===== src/rtl/bcd_scan_counter_if.sv =====
// Control and display bundle for bcd_scan_counter: count controls in, count and
// multiplexed seven-segment drive out.
interface bcd_scan_counter_if #(
  parameter int NUM_DIGITS = 8
);
  logic                    en;
  logic                    up;
  logic                    clr;
  logic                    load;
  logic [4*NUM_DIGITS-1:0] load_bcd;
  logic                    blank_lz;
  logic [4*NUM_DIGITS-1:0] count_bcd;
  logic                    wrap;
  logic [6:0]              seg;
  logic [NUM_DIGITS-1:0]   an;

  modport master (
    output en, up, clr, load, load_bcd, blank_lz,
    input  count_bcd, wrap, seg, an
  );

  modport slave (
    input  en, up, clr, load, load_bcd, blank_lz,
    output count_bcd, wrap, seg, an
  );
endinterface


===== src/rtl/bcd_scan_counter.sv =====
// Multi-digit BCD up/down counter with tick prescaler and a time-multiplexed
// active-low seven-segment driver with optional leading-zero blanking.
module bcd_scan_counter #(
  parameter int NUM_DIGITS = 8,
  parameter int TICK_DIV   = 1000000,
  parameter int SCAN_DIV   = 125000
) (
  input logic          clk,
  input logic          rst,
  bcd_scan_counter_if.slave bus
);
  localparam int CW = 4 * NUM_DIGITS;
  localparam int TW = (TICK_DIV > 1) ? $clog2(TICK_DIV) : 1;
  localparam int SW = (SCAN_DIV > 1) ? $clog2(SCAN_DIV) : 1;
  localparam int PW = (NUM_DIGITS > 1) ? $clog2(NUM_DIGITS) : 1;
  localparam logic [TW-1:0] TICK_LAST = TW'(TICK_DIV - 1);
  localparam logic [SW-1:0] SCAN_LAST = SW'(SCAN_DIV - 1);
  localparam logic [PW-1:0] POS_LAST  = PW'(NUM_DIGITS - 1);

  logic [TW-1:0] tick_cnt_reg;
  logic [SW-1:0] scan_cnt_reg;
  logic [PW-1:0] pos_reg;
  logic [CW-1:0] count_reg;
  logic          wrap_reg;
  logic          tick;

  logic [CW-1:0] load_clamped;
  logic [CW-1:0] step_bcd;
  logic          step_wrap;
  logic          carry;
  logic [3:0]    cur_d;
  logic [3:0]    new_d;

  logic [3:0]            disp_digit;
  logic                  zero_run;
  logic                  lz_blank;
  logic [NUM_DIGITS-1:0] an_next;
  logic [6:0]            seg_next;

  function automatic logic [6:0] seg_decode(input logic [3:0] d);
    case (d)
      4'd0:    seg_decode = 7'b1000000;
      4'd1:    seg_decode = 7'b1111001;
      4'd2:    seg_decode = 7'b0100100;
      4'd3:    seg_decode = 7'b0110000;
      4'd4:    seg_decode = 7'b0011001;
      4'd5:    seg_decode = 7'b0010010;
      4'd6:    seg_decode = 7'b0000010;
      4'd7:    seg_decode = 7'b1111000;
      4'd8:    seg_decode = 7'b0000000;
      4'd9:    seg_decode = 7'b0010000;
      default: seg_decode = 7'b1111111;
    endcase
  endfunction

  assign tick = (tick_cnt_reg == TICK_LAST);

  // The tick prescaler free-runs; only rst restarts it.
  always_ff @(posedge clk) begin
    if (rst) begin
      tick_cnt_reg <= '0;
    end else if (tick) begin
      tick_cnt_reg <= '0;
    end else begin
      tick_cnt_reg <= tick_cnt_reg + TW'(1);
    end
  end

  genvar gi;
  generate
    for (gi = 0; gi < NUM_DIGITS; gi++) begin : g_clamp
      assign load_clamped[4*gi +: 4] =
        (bus.load_bcd[4*gi +: 4] > 4'd9) ? 4'd9 : bus.load_bcd[4*gi +: 4];
    end
  endgenerate

  // Ripple carry/borrow digit by digit; a carry out of the top digit is the wrap.
  always_comb begin
    carry    = 1'b1;
    step_bcd = count_reg;
    cur_d    = 4'd0;
    new_d    = 4'd0;
    for (int i = 0; i < NUM_DIGITS; i++) begin
      cur_d = count_reg[4*i +: 4];
      new_d = cur_d;
      if (carry) begin
        if (bus.up) begin
          if (cur_d == 4'd9) begin
            new_d = 4'd0;
          end else begin
            new_d = cur_d + 4'd1;
            carry = 1'b0;
          end
        end else begin
          if (cur_d == 4'd0) begin
            new_d = 4'd9;
          end else begin
            new_d = cur_d - 4'd1;
            carry = 1'b0;
          end
        end
      end
      step_bcd[4*i +: 4] = new_d;
    end
    step_wrap = carry;
  end

  always_ff @(posedge clk) begin
    if (rst) begin
      count_reg <= '0;
      wrap_reg  <= 1'b0;
    end else begin
      wrap_reg <= 1'b0;
      if (bus.clr) begin
        count_reg <= '0;
      end else if (bus.load) begin
        count_reg <= load_clamped;
      end else if (tick && bus.en) begin
        count_reg <= step_bcd;
        wrap_reg  <= step_wrap;
      end
    end
  end

  always_ff @(posedge clk) begin
    if (rst) begin
      scan_cnt_reg <= '0;
      pos_reg      <= '0;
    end else if (scan_cnt_reg == SCAN_LAST) begin
      scan_cnt_reg <= '0;
      pos_reg      <= (pos_reg == POS_LAST) ? '0 : pos_reg + PW'(1);
    end else begin
      scan_cnt_reg <= scan_cnt_reg + SW'(1);
    end
  end

  // zero_run accumulates from the top digit down, so at position i it tells
  // whether digits i..NUM_DIGITS-1 are all zero.
  always_comb begin
    disp_digit = 4'd0;
    zero_run   = 1'b1;
    lz_blank   = 1'b0;
    for (int i = NUM_DIGITS - 1; i >= 0; i--) begin
      zero_run = zero_run && (count_reg[4*i +: 4] == 4'd0);
      if (pos_reg == PW'(i)) begin
        disp_digit = count_reg[4*i +: 4];
        lz_blank   = bus.blank_lz && (i != 0) && zero_run;
      end
    end
    for (int i = 0; i < NUM_DIGITS; i++) begin
      an_next[i] = !((pos_reg == PW'(i)) && !lz_blank);
    end
    seg_next = lz_blank ? 7'b1111111 : seg_decode(disp_digit);
    if (rst) begin
      for (int i = 0; i < NUM_DIGITS; i++) begin
        an_next[i] = (i != 0);
      end
      seg_next = 7'b1000000;
    end
  end

  assign bus.count_bcd = count_reg;
  assign bus.wrap      = wrap_reg;
  assign bus.an        = an_next;
  assign bus.seg       = seg_next;
endmodule


===== src/flat_wrapper.sv =====
// flat-port wrapper written by rule: the top's interface ports become plain ports
module bcd_scan_counter_flat 
#(
  parameter int NUM_DIGITS = 8,
  parameter int TICK_DIV   = 1000000,
  parameter int SCAN_DIV   = 125000
)
  (clk, rst, bus_en, bus_up, bus_clr, bus_load, bus_load_bcd, bus_blank_lz, bus_count_bcd, bus_wrap, bus_seg, bus_an);
  bcd_scan_counter_if #(.NUM_DIGITS(NUM_DIGITS)) bus_i ();
  input logic clk;
  input logic rst;
  input wire logic [$bits(bus_i.en)-1:0] bus_en;
  input wire logic [$bits(bus_i.up)-1:0] bus_up;
  input wire logic [$bits(bus_i.clr)-1:0] bus_clr;
  input wire logic [$bits(bus_i.load)-1:0] bus_load;
  input wire logic [$bits(bus_i.load_bcd)-1:0] bus_load_bcd;
  input wire logic [$bits(bus_i.blank_lz)-1:0] bus_blank_lz;
  output wire logic [$bits(bus_i.count_bcd)-1:0] bus_count_bcd;
  output wire logic [$bits(bus_i.wrap)-1:0] bus_wrap;
  output wire logic [$bits(bus_i.seg)-1:0] bus_seg;
  output wire logic [$bits(bus_i.an)-1:0] bus_an;
  assign bus_i.en = bus_en;
  assign bus_i.up = bus_up;
  assign bus_i.clr = bus_clr;
  assign bus_i.load = bus_load;
  assign bus_i.load_bcd = bus_load_bcd;
  assign bus_i.blank_lz = bus_blank_lz;
  assign bus_count_bcd = bus_i.count_bcd;
  assign bus_wrap = bus_i.wrap;
  assign bus_seg = bus_i.seg;
  assign bus_an = bus_i.an;
  bcd_scan_counter #(.NUM_DIGITS(NUM_DIGITS), .TICK_DIV(TICK_DIV), .SCAN_DIV(SCAN_DIV)) u_core (.clk(clk), .rst(rst), .bus(bus_i));
endmodule

===== config.mk =====
export PLATFORM = sky130hd
export DESIGN_NAME = bcd_scan_counter_flat
export DESIGN_NICKNAME = d
export VERILOG_FILES = /design/src/rtl/bcd_scan_counter_if.sv /design/src/rtl/bcd_scan_counter.sv /design/src/flat_wrapper.sv
export SDC_FILE = /design/constraint.sdc
export NUM_CORES = 1
export LEC_CHECK = 0
export CORE_MARGIN = 2
export CORE_UTILIZATION = 35
export DETAILED_ROUTE_END_ITERATION = 8
export PLACE_DENSITY_LB_ADDON = 0.1
export SYNTH_ARGS = -nofsm -noshare
export SYNTH_HDL_FRONTEND = slang
export SYNTH_SLANG_ARGS = --single-unit

===== constraint.sdc =====
create_clock -name clk -period 4.4 [get_ports clk]
set_clock_uncertainty 0.1 [all_clocks]
set_input_delay 0.44 -clock clk [delete_from_list [all_inputs] [get_ports clk]]
set_output_delay 0.44 -clock clk [all_outputs]
set_load 0.02 [all_outputs]

==> impl_results.html <==
<table>
<tr><th>Metric</th><th>Value</th></tr>
<tr><th colspan="2">Outcome</th></tr>
<tr><td>Result of the run</td><td>complete, no violations</td></tr>
<tr><th colspan="2">Global routing</th></tr>
<tr><td>Pin count of the biggest net entering global routing</td><td>42</td></tr>
<tr><td>Residual overflow from global routing</td><td>0</td></tr>
<tr><td>Antenna violations before repair</td><td>0</td></tr>
<tr><td>Number of global-route vias before repair</td><td>~5200</td></tr>
<tr><td>Total GRT Usage</td><td>19.5%</td></tr>
<tr><td>First-pass GRT wire length</td><td>between 20000 and 30000 um</td></tr>
<tr><th colspan="2">Setup path</th></tr>
<tr><td>Reg-to-reg slack, setup</td><td>approximately 1500 ps</td></tr>
<tr><td>List of cells traversed by the critical path</td><td>ha_1 &gt; ha_2 &gt; and3b_1 &gt; a221o_1 &gt; a211oi_1 &gt; or3_1 &gt; o21ai_0 &gt; or3_1 &gt; a31oi_1 &gt; clkdlybuf4s50_1</td></tr>
<tr><td>Arrival time at the worst endpoint</td><td>3680 ps</td></tr>
<tr><td>Worst path required time</td><td>between 3000 and 4000 ps</td></tr>
<tr><td>Most used cell along the critical path</td><td>sky130_fd_sc_hd__or3_1</td></tr>
<tr><td>Worst-path fanout max</td><td>11</td></tr>
<tr><td>Class of the most critical setup path</td><td>reg2out</td></tr>
<tr><td>Kind of start point of the critical path</td><td>register</td></tr>
<tr><td>CP endpoint kind</td><td>primary output</td></tr>
<tr><td>Critical path's slowest cell</td><td>sky130_fd_sc_hd__clkdlybuf4s50_1</td></tr>
<tr><td>Peak per-stage delay on the critical path</td><td>about 640 ps</td></tr>
<tr><th colspan="2">Final layout</th></tr>
<tr><td>Final antenna diode count</td><td>0</td></tr>
<tr><td>Post-layout net count</td><td>840</td></tr>
<tr><td>Highest-count cells in the layout ignoring fill and taps</td><td>sky130_fd_sc_hd__nor2_1, sky130_fd_sc_hd__clkdlybuf4s50_1, sky130_fd_sc_hd__dfxtp_1, sky130_fd_sc_hd__a21oi_1, sky130_fd_sc_hd__o21ai_0</td></tr>
<tr><td>Number of flip-flops under the largest register name</td><td>32</td></tr>
<tr><td>Proportion of layout cells with a drive suffix above 1</td><td>6.02%</td></tr>
<tr><td>Area added between synthesis and finish</td><td>22.3%</td></tr>
<tr><td>Most common cell after layout, fill and taps aside</td><td>sky130_fd_sc_hd__nor2_1</td></tr>
<tr><th colspan="2">CTS</th></tr>
<tr><td>Worst skew pair latency</td><td>roughly 350 ps</td></tr>
<tr><td># resized after CTS</td><td>0</td></tr>
<tr><td>Count of hold buffers inserted by post-cts repair</td><td>0</td></tr>
<tr><td>Bufs on Longest Clock Path</td><td>2</td></tr>
<tr><td>Sinks on Clock Net</td><td>73</td></tr>
<tr><td>CTS buffer count</td><td>9</td></tr>
<tr><td>Clock tree from TritonCTS</td><td>done</td></tr>
<tr><td>CTS H-Tree Depth</td><td>3</td></tr>
<tr><td>Post-CTS Repair Setup Buffers</td><td>0</td></tr>
<tr><td>Clock tree root driver cell</td><td>sky130_fd_sc_hd__clkbuf_16</td></tr>
<tr><td>Clock slew seen by the registers of the worst setup and hold paths</td><td>roughly 60 ps</td></tr>
<tr><th colspan="2">STA</th></tr>
<tr><td>Worst Hold Margin</td><td>~340 ps</td></tr>
<tr><td>Achievable Freq</td><td>~240 MHz</td></tr>
<tr><td>Period utilisation layout</td><td>95.9%</td></tr>
<tr><td>Hold violation total from the final report</td><td>0</td></tr>
<tr><td>Shortest clock period the worst path allows after layout</td><td>4220 ps</td></tr>
<tr><td>TNS Setup</td><td>0 ps</td></tr>
<tr><td>Setup violators final</td><td>0</td></tr>
<tr><td>RSZ-0062 raised after global routing</td><td>no</td></tr>
<tr><td>Max-slew violation count</td><td>0</td></tr>
<tr><td>Worst max-slew margin expressed relative to the limit</td><td>around two fifths</td></tr>
<tr><td>Transition time at the pin with the least slew margin</td><td>876 ps</td></tr>
<tr><th colspan="2">Pwr</th></tr>
<tr><td>Worst-case vdd ir drop</td><td>0.232 mV</td></tr>
<tr><td>Static leakage power</td><td>2.28 nW</td></tr>
<tr><td>Switching part of the total power</td><td>about 28%</td></tr>
<tr><td>Pwr dens</td><td>258 mW/mm2</td></tr>
<tr><td>Sequential Power Share</td><td>a little over two fifths</td></tr>
<tr><td>Sw Pwr</td><td>480 uW</td></tr>
<tr><td>Portion of total power attributed to the clock network</td><td>43.8%</td></tr>
<tr><td>Comb power frac</td><td>14.4%</td></tr>
<tr><td>Cell-internal power</td><td>1.23 mW</td></tr>
<tr><th colspan="2">Synth</th></tr>
<tr><td>Number of synthesized flops with an enable pin</td><td>0</td></tr>
<tr><td>Leading cell types by total area after synthesis</td><td>sky130_fd_sc_hd__dfxtp_1, sky130_fd_sc_hd__nor2_1, sky130_fd_sc_hd__a21oi_1</td></tr>
<tr><td>Sequential-to-total area share from yosys stat</td><td>26.9%</td></tr>
<tr><td>Yosys Warn Count</td><td>0</td></tr>
<tr><td>Syn Area/Cell</td><td>7.23 um2</td></tr>
<tr><td>Synthesized net count</td><td>800</td></tr>
<tr><td>Proportion of synthesized flip-flops having asynchronous set or reset</td><td>0%</td></tr>
<tr><td>FF+latch count, synth</td><td>73</td></tr>
<tr><td>Fraction of post-synthesis cell area in the top cell type by area</td><td>26.9%</td></tr>
<tr><td>Prevailing post-synth register cell</td><td>sky130_fd_sc_hd__dfxtp_1</td></tr>
<tr><td>Post-synth top area cell</td><td>sky130_fd_sc_hd__dfxtp_1</td></tr>
<tr><td>Number of cells produced by synthesis</td><td>752</td></tr>
<tr><td>Synth cell types</td><td>74</td></tr>
<tr><td>Area of the mapped netlist</td><td>0.00544 mm2</td></tr>
<tr><th colspan="2">Place</th></tr>
<tr><td>Placer Congestion</td><td>0.903</td></tr>
<tr><td>Post-DP HPWL</td><td>11300 um</td></tr>
<tr><td>Quantity of I/O buffers inserted on ports</td><td>86</td></tr>
<tr><th colspan="2">Drt</th></tr>
<tr><td>Detailed Route Iter0 Violations</td><td>466</td></tr>
<tr><td>Average wire per standard cell</td><td>16.1 um</td></tr>
<tr><td>Antenna violation net count after detailed routing</td><td>0</td></tr>
<tr><td>Vias per cell</td><td>5.62</td></tr>
<tr><td>Via count</td><td>between 5000 and 6000</td></tr>
<tr><td>DRT Pass-1 Iters</td><td>5</td></tr>
<tr><td>Number of design rule violations left after detail routing</td><td>0</td></tr>
<tr><td>Aggregate routed wire length</td><td>15800 um</td></tr>
<tr><th colspan="2">Die</th></tr>
<tr><td>Area of the placeable core</td><td>0.0152 mm2</td></tr>
<tr><td>Top-level port count</td><td>87</td></tr>
<tr><td>Total die area</td><td>0.0165 mm2</td></tr>
<tr><td>Width of the die</td><td>129 um</td></tr>
<tr><td>Initial Util</td><td>35.8%</td></tr>
<tr><td>Number of placement rows</td><td>45</td></tr>
<tr><td>Height of the die</td><td>~130 um</td></tr>
<tr><th colspan="2">Worst hold path</th></tr>
<tr><td>Path category of the worst min-delay check</td><td>reg2reg</td></tr>
<tr><th colspan="2">Flow run</th></tr>
<tr><td>Max cap viols</td><td>0</td></tr>
</table>
==> metrics by stage <==
stage                     std cells  power (mW)  area [um2]  util [%]  setup WS (ps)
after floorplan                 752       0.876        5440         -           1260
after global placement          969       0.976        6340      41.7            411
after detailed placement        969       0.978        6340      41.7            382
after CTS                       985        1.74        6630      43.6           7.57
after global routing            985        1.80        6650      43.7           6.43
final                           985        1.71        6650      43.7            181
==> cells by family after synthesis <==
logic type / synth area share [%]
simple gates: 30.8
compound gates: 24.0
buf+inv: 6.31
flops: 26.9
xor+xnor: 7.73
mux: 2.23
fa+ha+maj: 2.07
==> area by class of cell <==
class / instances / area (um2)
Fill cell: 1551 / 8560
Tap cell: 188 / 235
Clock buffer: 10 / 229
Timing Repair Buffer: 92 / 901
Clock inverter: 6 / 67.6
Inverter: 28 / 105
Multi-Input combinational cell: 588 / 3650
Sequential cell: 73 / 1460
==> layer usage <==
layer | vias up | track usage [%] | part of all wire [%]
met1 | 2624 | 24.7 | 47
met2 | 111 | 33.0 | 48
met3 | 17 | 4.78 | 4.1
met4 | 0 | 5.69 | 1.7
li1 | 2779 | - | -
met5 | - | 0 | 0
==> power groups by stage <==
stage / Combinational [mW] / Clock (mW) / Sequential (mW)
floorplan: 0.159 / 0 / 0.717
global placement: 0.246 / 0 / 0.729
detailed placement: 0.247 / 0 / 0.730
CTS: 0.249 / 0.780 / 0.715
global route: 0.274 / 0.803 / 0.720
finish: 0.248 / 0.751 / 0.716
==> path summary, 6_finish.rpt <==
path | startpoint | to | cells past startpoint
min reg2reg | u_core.scan_cnt_reg[0] | u_core.scan_cnt_reg[0] | 1
max | u_core.pos_reg[0] | bus_seg[3] | 10
max reg2reg | u_core.tick_cnt_reg[0] | u_core.bus.count_bcd[29] | 8
min | u_core.scan_cnt_reg[0] | u_core.scan_cnt_reg[0] | 1
==> cells in the mapped netlist, types with 4 or more instances <==
cell,instances
sky130_fd_sc_hd__nor2_1,91
sky130_fd_sc_hd__dfxtp_1,73
sky130_fd_sc_hd__clkbuf_1,57
sky130_fd_sc_hd__a21oi_1,52
sky130_fd_sc_hd__o21ai_0,50
sky130_fd_sc_hd__nand2_1,49
sky130_fd_sc_hd__nand3_1,49
sky130_fd_sc_hd__inv_1,27
sky130_fd_sc_hd__xor2_1,25
sky130_fd_sc_hd__xnor2_1,23
sky130_fd_sc_hd__nor3_1,18
sky130_fd_sc_hd__nor2b_1,17
sky130_fd_sc_hd__and3_1,15
sky130_fd_sc_hd__a31oi_1,14
sky130_fd_sc_hd__a211oi_1,12
sky130_fd_sc_hd__or3_1,12
sky130_fd_sc_hd__mux2i_1,11
sky130_fd_sc_hd__ha_1,9
sky130_fd_sc_hd__nand2b_1,9
sky130_fd_sc_hd__o22ai_1,9
sky130_fd_sc_hd__nor4_1,8
sky130_fd_sc_hd__o31ai_1,8
sky130_fd_sc_hd__nand3b_1,7
sky130_fd_sc_hd__nand4_1,7
sky130_fd_sc_hd__o21a_1,7
sky130_fd_sc_hd__a221oi_1,6
sky130_fd_sc_hd__buf_1,5
sky130_fd_sc_hd__nand4b_1,4
sky130_fd_sc_hd__o211ai_1,4
sky130_fd_sc_hd__o311ai_0,4
sky130_fd_sc_hd__or2_2,4
==> worst max-delay path, delay by kind of cell (launching register included) <==
kind / cells / cell delay, ps
and+or+nand+nor: 3 / 830
AOI/OAI and AO/OA: 4 / 930
DFF: 1 / 400
adders and majority gates: 2 / 530
buffers and inverters: 1 / 640
No activity file was read; power rests on OpenSTA's default activity.
